<file path="src/rtl/pipe_stage_reg_if.sv">
// -----------------------------------------------------------------------------
// pipe_stage_reg_if
//   One valid/ready stream carrying a PC field and a generic payload.
//   A pipe_stage_reg uses one instance as its upstream (input) side and another
//   as its downstream (output) side.
//
//   Signals:
//     valid  producer has a valid entry on pc/data
//     ready  consumer accepts the entry this cycle
//     pc     XLEN-bit program counter of the entry
//     data   DATA_W-bit payload of the entry
//
//   Modports:
//     master  producer side (drives valid/pc/data, samples ready)
//     slave   consumer side (samples valid/pc/data, drives ready)
// -----------------------------------------------------------------------------
interface pipe_stage_reg_if #(
    parameter int XLEN   = 32,
    parameter int DATA_W = 64
);
    logic              valid;
    logic              ready;
    logic [XLEN-1:0]   pc;
    logic [DATA_W-1:0] data;

    modport master (output valid, output pc, output data, input ready);
    modport slave  (input valid, input pc, input data, output ready);
endinterface

</file>
<file path="src/rtl/pipe_stage_reg.sv">
// -----------------------------------------------------------------------------
// pipe_stage_reg
//   Parametrised pipeline stage register between two CPU pipeline stages.
//   Carries a PC and a payload under a valid/ready handshake, supports a
//   synchronous flush (bubble insertion), optional two-entry skid mode with a
//   registered upstream ready, and a saturating stall counter.
//
//   Parameters:
//     XLEN    PC width (must match the interface instances)
//     DATA_W  payload width (must match the interface instances)
//     SKID    0: single entry, combinational up.ready
//             1: main + skid entry, up.ready straight from a flop
//     CNT_W   stall counter width
//
//   Ports:
//     clk        clock, rising edge
//     rst        asynchronous active-high reset
//     flush      synchronous kill of all held entries
//     up         upstream stream (in_valid/in_ready/in_pc/in_data)
//     dn         downstream stream (out_valid/out_ready/out_pc/out_data)
//     stall_cnt  saturating count of cycles with dn.valid & !dn.ready
//
//   Empty slots always hold zero in their PC/payload registers, so the
//   downstream side reads pc = data = 0 whenever valid is low.
// -----------------------------------------------------------------------------
module pipe_stage_reg #(
    parameter int XLEN   = 32,
    parameter int DATA_W = 64,
    parameter int SKID   = 0,
    parameter int CNT_W  = 16
) (
    input  logic               clk,
    input  logic               rst,
    input  logic               flush,
    pipe_stage_reg_if.slave    up,
    pipe_stage_reg_if.master   dn,
    output logic [CNT_W-1:0]   stall_cnt
);

    localparam bit UseSkid = (SKID != 0);

    logic              main_valid_q, main_valid_d;
    logic [XLEN-1:0]   main_pc_q,    main_pc_d;
    logic [DATA_W-1:0] main_data_q,  main_data_d;

    logic              skid_valid_q, skid_valid_d;
    logic [XLEN-1:0]   skid_pc_q,    skid_pc_d;
    logic [DATA_W-1:0] skid_data_q,  skid_data_d;

    logic              in_ready_q,   in_ready_d;
    logic [CNT_W-1:0]  stall_cnt_q,  stall_cnt_d;

    logic              in_ready;
    logic              in_fire;
    logic              out_fire;

    // In skid mode the ready is a flop mirroring "skid slot free"; it resets
    // to 1 so upstream sees ready while rst is held.
    assign in_ready = UseSkid ? in_ready_q : (!main_valid_q || dn.ready);
    assign in_fire  = up.valid && in_ready;
    assign out_fire = main_valid_q && dn.ready;

    always_comb begin
        main_valid_d = main_valid_q;
        main_pc_d    = main_pc_q;
        main_data_d  = main_data_q;
        skid_valid_d = skid_valid_q;
        skid_pc_d    = skid_pc_q;
        skid_data_d  = skid_data_q;

        if (flush) begin
            // Any input firing now is consumed and dropped; an output firing
            // now already belongs to downstream.
            main_valid_d = 1'b0;
            main_pc_d    = '0;
            main_data_d  = '0;
            skid_valid_d = 1'b0;
            skid_pc_d    = '0;
            skid_data_d  = '0;
        end else begin
            if (out_fire) begin
                if (skid_valid_q) begin
                    main_valid_d = 1'b1;
                    main_pc_d    = skid_pc_q;
                    main_data_d  = skid_data_q;
                    skid_valid_d = 1'b0;
                    skid_pc_d    = '0;
                    skid_data_d  = '0;
                end else begin
                    main_valid_d = 1'b0;
                    main_pc_d    = '0;
                    main_data_d  = '0;
                end
            end

            if (in_fire) begin
                // Main takes the new entry only if it will be free after this
                // edge with nothing older waiting; otherwise it queues in skid.
                // In single-entry mode in_ready guarantees the first branch.
                if (!main_valid_q || (out_fire && !skid_valid_q)) begin
                    main_valid_d = 1'b1;
                    main_pc_d    = up.pc;
                    main_data_d  = up.data;
                end else if (UseSkid) begin
                    skid_valid_d = 1'b1;
                    skid_pc_d    = up.pc;
                    skid_data_d  = up.data;
                end
            end
        end
    end

    always_comb begin
        in_ready_d = !skid_valid_d;
    end

    always_comb begin
        stall_cnt_d = stall_cnt_q;
        if (main_valid_q && !dn.ready && (stall_cnt_q != {CNT_W{1'b1}})) begin
            stall_cnt_d = stall_cnt_q + CNT_W'(1);
        end
    end

    always_ff @(posedge clk or posedge rst) begin
        if (rst) begin
            main_valid_q <= 1'b0;
            main_pc_q    <= '0;
            main_data_q  <= '0;
            skid_valid_q <= 1'b0;
            skid_pc_q    <= '0;
            skid_data_q  <= '0;
            in_ready_q   <= 1'b1;
            stall_cnt_q  <= '0;
        end else begin
            main_valid_q <= main_valid_d;
            main_pc_q    <= main_pc_d;
            main_data_q  <= main_data_d;
            skid_valid_q <= skid_valid_d;
            skid_pc_q    <= skid_pc_d;
            skid_data_q  <= skid_data_d;
            in_ready_q   <= in_ready_d;
            stall_cnt_q  <= stall_cnt_d;
        end
    end

    assign up.ready  = in_ready;
    assign dn.valid  = main_valid_q;
    assign dn.pc     = main_pc_q;
    assign dn.data   = main_data_q;
    assign stall_cnt = stall_cnt_q;

endmodule
</file>
<file path="src/flat_wrapper.sv">
// flat-port wrapper written by rule: the top's interface ports become plain ports
module pipe_stage_reg_flat 
#(
    parameter int XLEN   = 32,
    parameter int DATA_W = 64,
    parameter int SKID   = 0,
    parameter int CNT_W  = 16
)
  (clk, rst, flush, stall_cnt, up_valid, up_pc, up_data, up_ready, dn_valid, dn_pc, dn_data, dn_ready);
  pipe_stage_reg_if #(.XLEN(XLEN), .DATA_W(DATA_W)) up_i ();
  pipe_stage_reg_if #(.XLEN(XLEN), .DATA_W(DATA_W)) dn_i ();
  input  logic clk;
  input  logic rst;
  input  logic flush;
  output logic [CNT_W-1:0] stall_cnt;
  input wire logic [$bits(up_i.valid)-1:0] up_valid;
  input wire logic [$bits(up_i.pc)-1:0] up_pc;
  input wire logic [$bits(up_i.data)-1:0] up_data;
  output wire logic [$bits(up_i.ready)-1:0] up_ready;
  output wire logic [$bits(dn_i.valid)-1:0] dn_valid;
  output wire logic [$bits(dn_i.pc)-1:0] dn_pc;
  output wire logic [$bits(dn_i.data)-1:0] dn_data;
  input wire logic [$bits(dn_i.ready)-1:0] dn_ready;
  assign up_i.valid = up_valid;
  assign up_i.pc = up_pc;
  assign up_i.data = up_data;
  assign up_ready = up_i.ready;
  assign dn_valid = dn_i.valid;
  assign dn_pc = dn_i.pc;
  assign dn_data = dn_i.data;
  assign dn_i.ready = dn_ready;
  pipe_stage_reg #(.XLEN(XLEN), .DATA_W(DATA_W), .SKID(SKID), .CNT_W(CNT_W)) u_core (.clk(clk), .rst(rst), .flush(flush), .up(up_i), .dn(dn_i), .stall_cnt(stall_cnt));
endmodule
</file>
<file path="config.mk">
export PLATFORM = sky130hd
export DESIGN_NAME = pipe_stage_reg_flat
export DESIGN_NICKNAME = d
export VERILOG_FILES = /design/src/rtl/pipe_stage_reg_if.sv /design/src/rtl/pipe_stage_reg.sv /design/src/flat_wrapper.sv
export SDC_FILE = /design/constraint.sdc
export NUM_CORES = 1
export LEC_CHECK = 0
export BUFFER_PORTS_ARGS = -buffer_cell sky130_fd_sc_hd__buf_2
export CORE_AREA = 2 2 100 121
export DETAILED_ROUTE_END_ITERATION = 10
export DIE_AREA = 0 0 102 123
export GPL_TIMING_DRIVEN = 0
export PLACE_DENSITY = 0.84
export SYNTH_ARGS = -nofsm -noshare
export SYNTH_HDL_FRONTEND = slang
export SYNTH_SLANG_ARGS = --single-unit
</file>
<file path="constraint.sdc">
create_clock -name clk -period 3.9 [get_ports clk]
set_input_delay 0.78 -clock clk [delete_from_list [all_inputs] [get_ports clk]]
set_output_delay 0.78 -clock clk [all_outputs]
set_load 0.005 [all_outputs]
</file>
**Yosys cells after proc, flatten, opt, wreduce, memory -nomap -nowiden**

Index checks and enable logic that the tools add are counted.

- Add/subtract/negate cells: 1
- Equal/unequal tests: 1
- Reductions and logical operators: 13
- Multiplexer cells: 23

Operators by type and width:

| cell | number |
|---|---|
| $mux W64 | 8 |
| $mux W32 | 8 |
| $add A16 B1 Y16 const B | 1 |
| $ne A16 B16 Y1 const B | 1 |
| $mux W1 | 7 |
| $logic_and A1 B1 Y1 | 5 |
| $reduce_bool A2 Y1 | 2 |
| $logic_not A1 Y1 | 3 |
| $logic_or A1 B1 Y1 | 2 |
| $reduce_and A2 Y1 | 1 |

- Output and inout bits: 114
- Bits in registers: 210
- Word-level logic and storage cells: 45
- Input port bits: 101

**Depth between registers and ports, before layout**

- Depth in word-level cells: 6
- Gate-level depth with buffers: 7

**Worst setup path before layout**

Ideal clock, no wire load.

- Kind: input-to-reg
- From: input port dn_ready
- To: register u_core.stall_cnt_q[10] (netlist: u_core.stall_cnt[10])
- Arrival time: 1857 ps
- Path slack: 1918 ps
- Cell stages on the path: 4
- Required time: 3775 ps
- Setup time: 125 ps
- Path buffers: 0
- Cell sequence: nand2b_4 or3_1 nor3_1 mux2_2

- Cells in the longest elaborated chain, start to end: 3

RTL lines:

| what | line | source |
|---|---|---|
| start, declared | flat_wrapper.sv:23 | `input wire logic [$bits(dn_i.ready)-1:0] dn_ready;` |
| $logic_not A1 Y1 | pipe_stage_reg.sv:119 | `if (main_valid_q && !dn.ready && (stall_cnt_q != {CNT_W{1'b1}})) begin` |
| $logic_and A1 B1 Y1 (2 in series) | pipe_stage_reg.sv:119 |  |
| end signal, assigned | pipe_stage_reg.sv:142 | `stall_cnt_q <= stall_cnt_d;` |
| end, declared | pipe_stage_reg.sv:51 | `logic [CNT_W-1:0] stall_cnt_q, stall_cnt_d;` |

Every way passes these cells.
A chain may end at the register's enable or synchronous reset.

**Worst setup path in the final report**

- From: input port dn_ready
- To: output port up_ready

- Cells in the longest elaborated chain, start to end: 1

RTL lines:

| what | line | source |
|---|---|---|
| $logic_or A1 B1 Y1 | pipe_stage_reg.sv:59 | `assign in_ready = UseSkid ? in_ready_q : (!main_valid_q \|\| dn.ready);` |
| end, declared | flat_wrapper.sv:19 | `output wire logic [$bits(up_i.ready)-1:0] up_ready;` |

Every way passes these cells.

==> summary.md <==
| Metric | Value |
|---|---|
| Status | `completed` |
| Most common cell after layout, fill and taps aside | `buf_2` |
| Worst-margin pin slew | `roughly 0.75 ns` |
| Initial DRC Count | `139` |
| Die area | `about 13000 um^2` |
| Final worst path period share | `0.5332` |
| Layout cell share with drive strength beyond 1 | `0.3510` |
| Slew margin rel. | `0.4997` |
| CTS Buffer Depth | `2` |
| CP cell instances | `buf_2 -> nand2b_4 -> buf_6 -> buf_2` |
| Synth Warn # | `0` |
| Placed inst area | `between 6000 and 7000 um^2` |
| Post-Syn Nets | `about 610` |
| Hold Crit Class | `flop to flop` |
| Global-route wire length before repair | `between 20 and 25 mm` |
| Final setup fails | `0` |
| Vias in the first global route | `roughly 4500` |
| Antenna viol nets, final | `0` |
| Htree depth | `4` |
| Slowest CP cell | `nand2b_4` |
| # IOs | `215` |
| Yosys cell types | `34` |
| Root Driver | `clkbuf_16` |
| Post-Place Worst Slack | `about 1.5 ns` |
| Max IR drop VDD | `between 200 and 300 uV` |
| Clk Latency, worst-skew pair | `approximately 0.4 ns` |
| Core Rows | `43` |
| Die X-Extent | `~100 um` |
| Largest cells by area after synthesis | `dfrtp_1 (59%), a21oi_1 (10%), nand3_1 (10%), nand2_1 (8.0%), clkbuf_1 (2.4%)` |
| Crit-path most repeated cell | `buf_2` |
| # port buffers | `213` |
| Routed len/inst | `14.50 um` |
| Routed WL | `13.24 mm` |
| Resize count post-CTS | `0` |
| Startpoint Class | `primary input` |
| Area leader, netlist | `dfrtp_1` |
| Syn Area/Cell | `around 9.4 um^2` |
| Initial antenna violation count | `0` |
| Critical path type | `primary input to output port` |
| Most frequent cells in the layout | `buf_2 (219), dfrtp_1 (113), nand2_1 (103), a21oi_1 (99), nand3_1 (98)` |
| CTS Hold Bufs | `0` |
| Hold_ws | `0.5071 ns` |
| Clock-pin slew on the worst setup and hold paths | `roughly 0.05 ns` |
| Final HPWL DP | `about 9.4 mm` |
| # DRC | `0` |
| CP Capture Type | `output port` |
| CP required | `around 3.1 ns` |
| Final period demand of the worst path | `2.079 ns` |
| CTS tree | `done` |
| Largest net degree at the start of global routing | `61` |
| Nets@finish | `~850` |
| Post-synthesis cell count | `between 500 and 600` |
| Max Transition Viols Final | `0` |
| GP Congestion | `approximately 0.82` |
| Via count | `about 4500` |
| Pre-Repair DR Iteration Count | `4` |
| Die Height | `between 100 and 150 um` |
| Drt via density | `slightly below 5` |
| PwrDens | `roughly 480 nW/um^2` |
| Fin area | `around 6700 um^2` |
| Remaining global-route overflow | `0` |
| Fmax achieved | `slightly below 500 MHz` |
| CTS sink count | `113` |
| Maxcap violations | `0` |
| Ys async rst share | `1.000` |
| Worst EP arrival | `1.30 ns` |
| #FFs+latches synth | `113` |
| Number of synthesized flops with an enable pin | `0` |
| Final Skew | `a little under 0.006 ns` |
| Unrepaired setup endpoints after global routing | `false` |
| Final hold viol count | `0` |
| Post-CTS Setup Inserts | `0` |
| Post-synthesis sequential area ratio | `0.5873` |
| Mapped Area | `a little under 5000 um^2` |
| Static Leak | `about 0.0034 uW` |
| Peak per-stage delay on the critical path | `approximately 0.15 ns` |
| Setup ws final | `about 1.8 ns` |
| Area growth syn-to-layout | `38.96%` |
| CP Max Fanout | `10` |
| TritonCTS Buffers | `17` |
| Starting density of the core | `0.4221` |
| Core Area | `approximately 11000 um^2` |
| Tot GR Track Use | `0.2118` |
| Prevailing post-synth register cell | `dfrtp_1` |
| Top cell type's share of synthesized area | `0.5873` |
## final timing paths
| check | endpoint | from | slack (ns) | depth (start not counted) |
|---|---|---|---|---|
| setup / recovery | up_ready | dn_ready | 1.82 | 4 |
| hold / removal | u_core.stall_cnt[5] | u_core.stall_cnt[5] | 0.51 | 1 |
| setup reg to reg | u_core.stall_cnt[10] | u_core.stall_cnt[0] | 1.96 | 5 |
| hold reg to reg | u_core.stall_cnt[5] | u_core.stall_cnt[5] | 0.51 | 1 |
| max in group asynchronous | u_core.dn.data[40] | rst | 2.65 | 3 |
| min in group asynchronous | u_core.stall_cnt[6] | rst | 0.53 | 2 |
## state kept, by name, indices dropped and copies added, names as in the netlist
signal and cells:
u_core.dn.pc 32, u_core.dn.data 64, u_core.dn.valid 1, u_core.stall_cnt 16
## where the power goes
group | internal [uW] | leakage (uW) | switching (uW) | total, uW
clock | 981 | 0.000277 | 508 | 1490
sequential | 1250 | 0.00151 | 66.3 | 1320
combinational | 169 | 0.00166 | 217 | 386
## per-stage QoR
step,setup TNS [ns],std cells,total power [uW],util
6_report,0,913,3196,0.5866
5_1_grt,0,912,3344,0.5863
4_1_cts,0,912,3234,0.5863
3_5_place_dp,0,881,1725,0.5354
3_3_place_gp,-129.94,880,1712,0.5328
2_1_floorplan,0,510,1524,-
## critical path: cells and delay by family
kind,cells,cell delay [ns]
buffers and inverters,3,0.37
AND/OR/NAND/NOR,1,0.15
## cells by family (layout without fill, tap and decap cells)
kind of cell             count (synthesis)  after routing  share of synthesized area
buffers and inverters                   47            292                    0.03976
other                                    0              1                          0
XOR/XNOR                                12             12                    0.02183
adder cells (fa/ha/maj)                  1              1                   0.002598
AND/OR/NAND/NOR                        233            233                     0.2370
flip-flops                             113            113                     0.5873
multiplexers                             2              2                   0.005456
AO/OA/AOI/OAI                          102            102                     0.1060
## cell usage after synthesis, types with 2 or more instances
library cell / count
and2_1: 2
nand2_1: 103
buf_1: 5
nand3_1: 98
inv_1: 4
dfrtp_1: 113
nor4_2: 2
nand4_1: 3
xnor2_1: 3
nor3_1: 8
nor3_2: 2
o21ai_0: 3
nor2_1: 2
a21oi_1: 99
buf_2: 6
xor2_1: 9
clkbuf_1: 31
## routing by layer
layer | wire length, um | track usage | up-vias
met5 | 0 | 0 | -
met4 | 273 | 0.07083 | 0
met1 | 5371 | 0.2521 | 2144
met2 | 6742 | 0.3668 | 154
met3 | 855 | 0.06049 | 22
li1 | - | - | 2214
## final cells by class
cell class | count | area, um^2
flip-flops and latches | 113 | 2828
clock inverters | 10 | 110.1
plain buffers | 43 | 176.4
well taps | 157 | 196.4
multi-input cells | 350 | 1795
clock buffers | 21 | 470.5
diodes | 1 | 2.502
inverters | 4 | 17.52
repair buffers | 214 | 1094
fillers | 1062 | 4716
(Power assumes the default switching activity.)
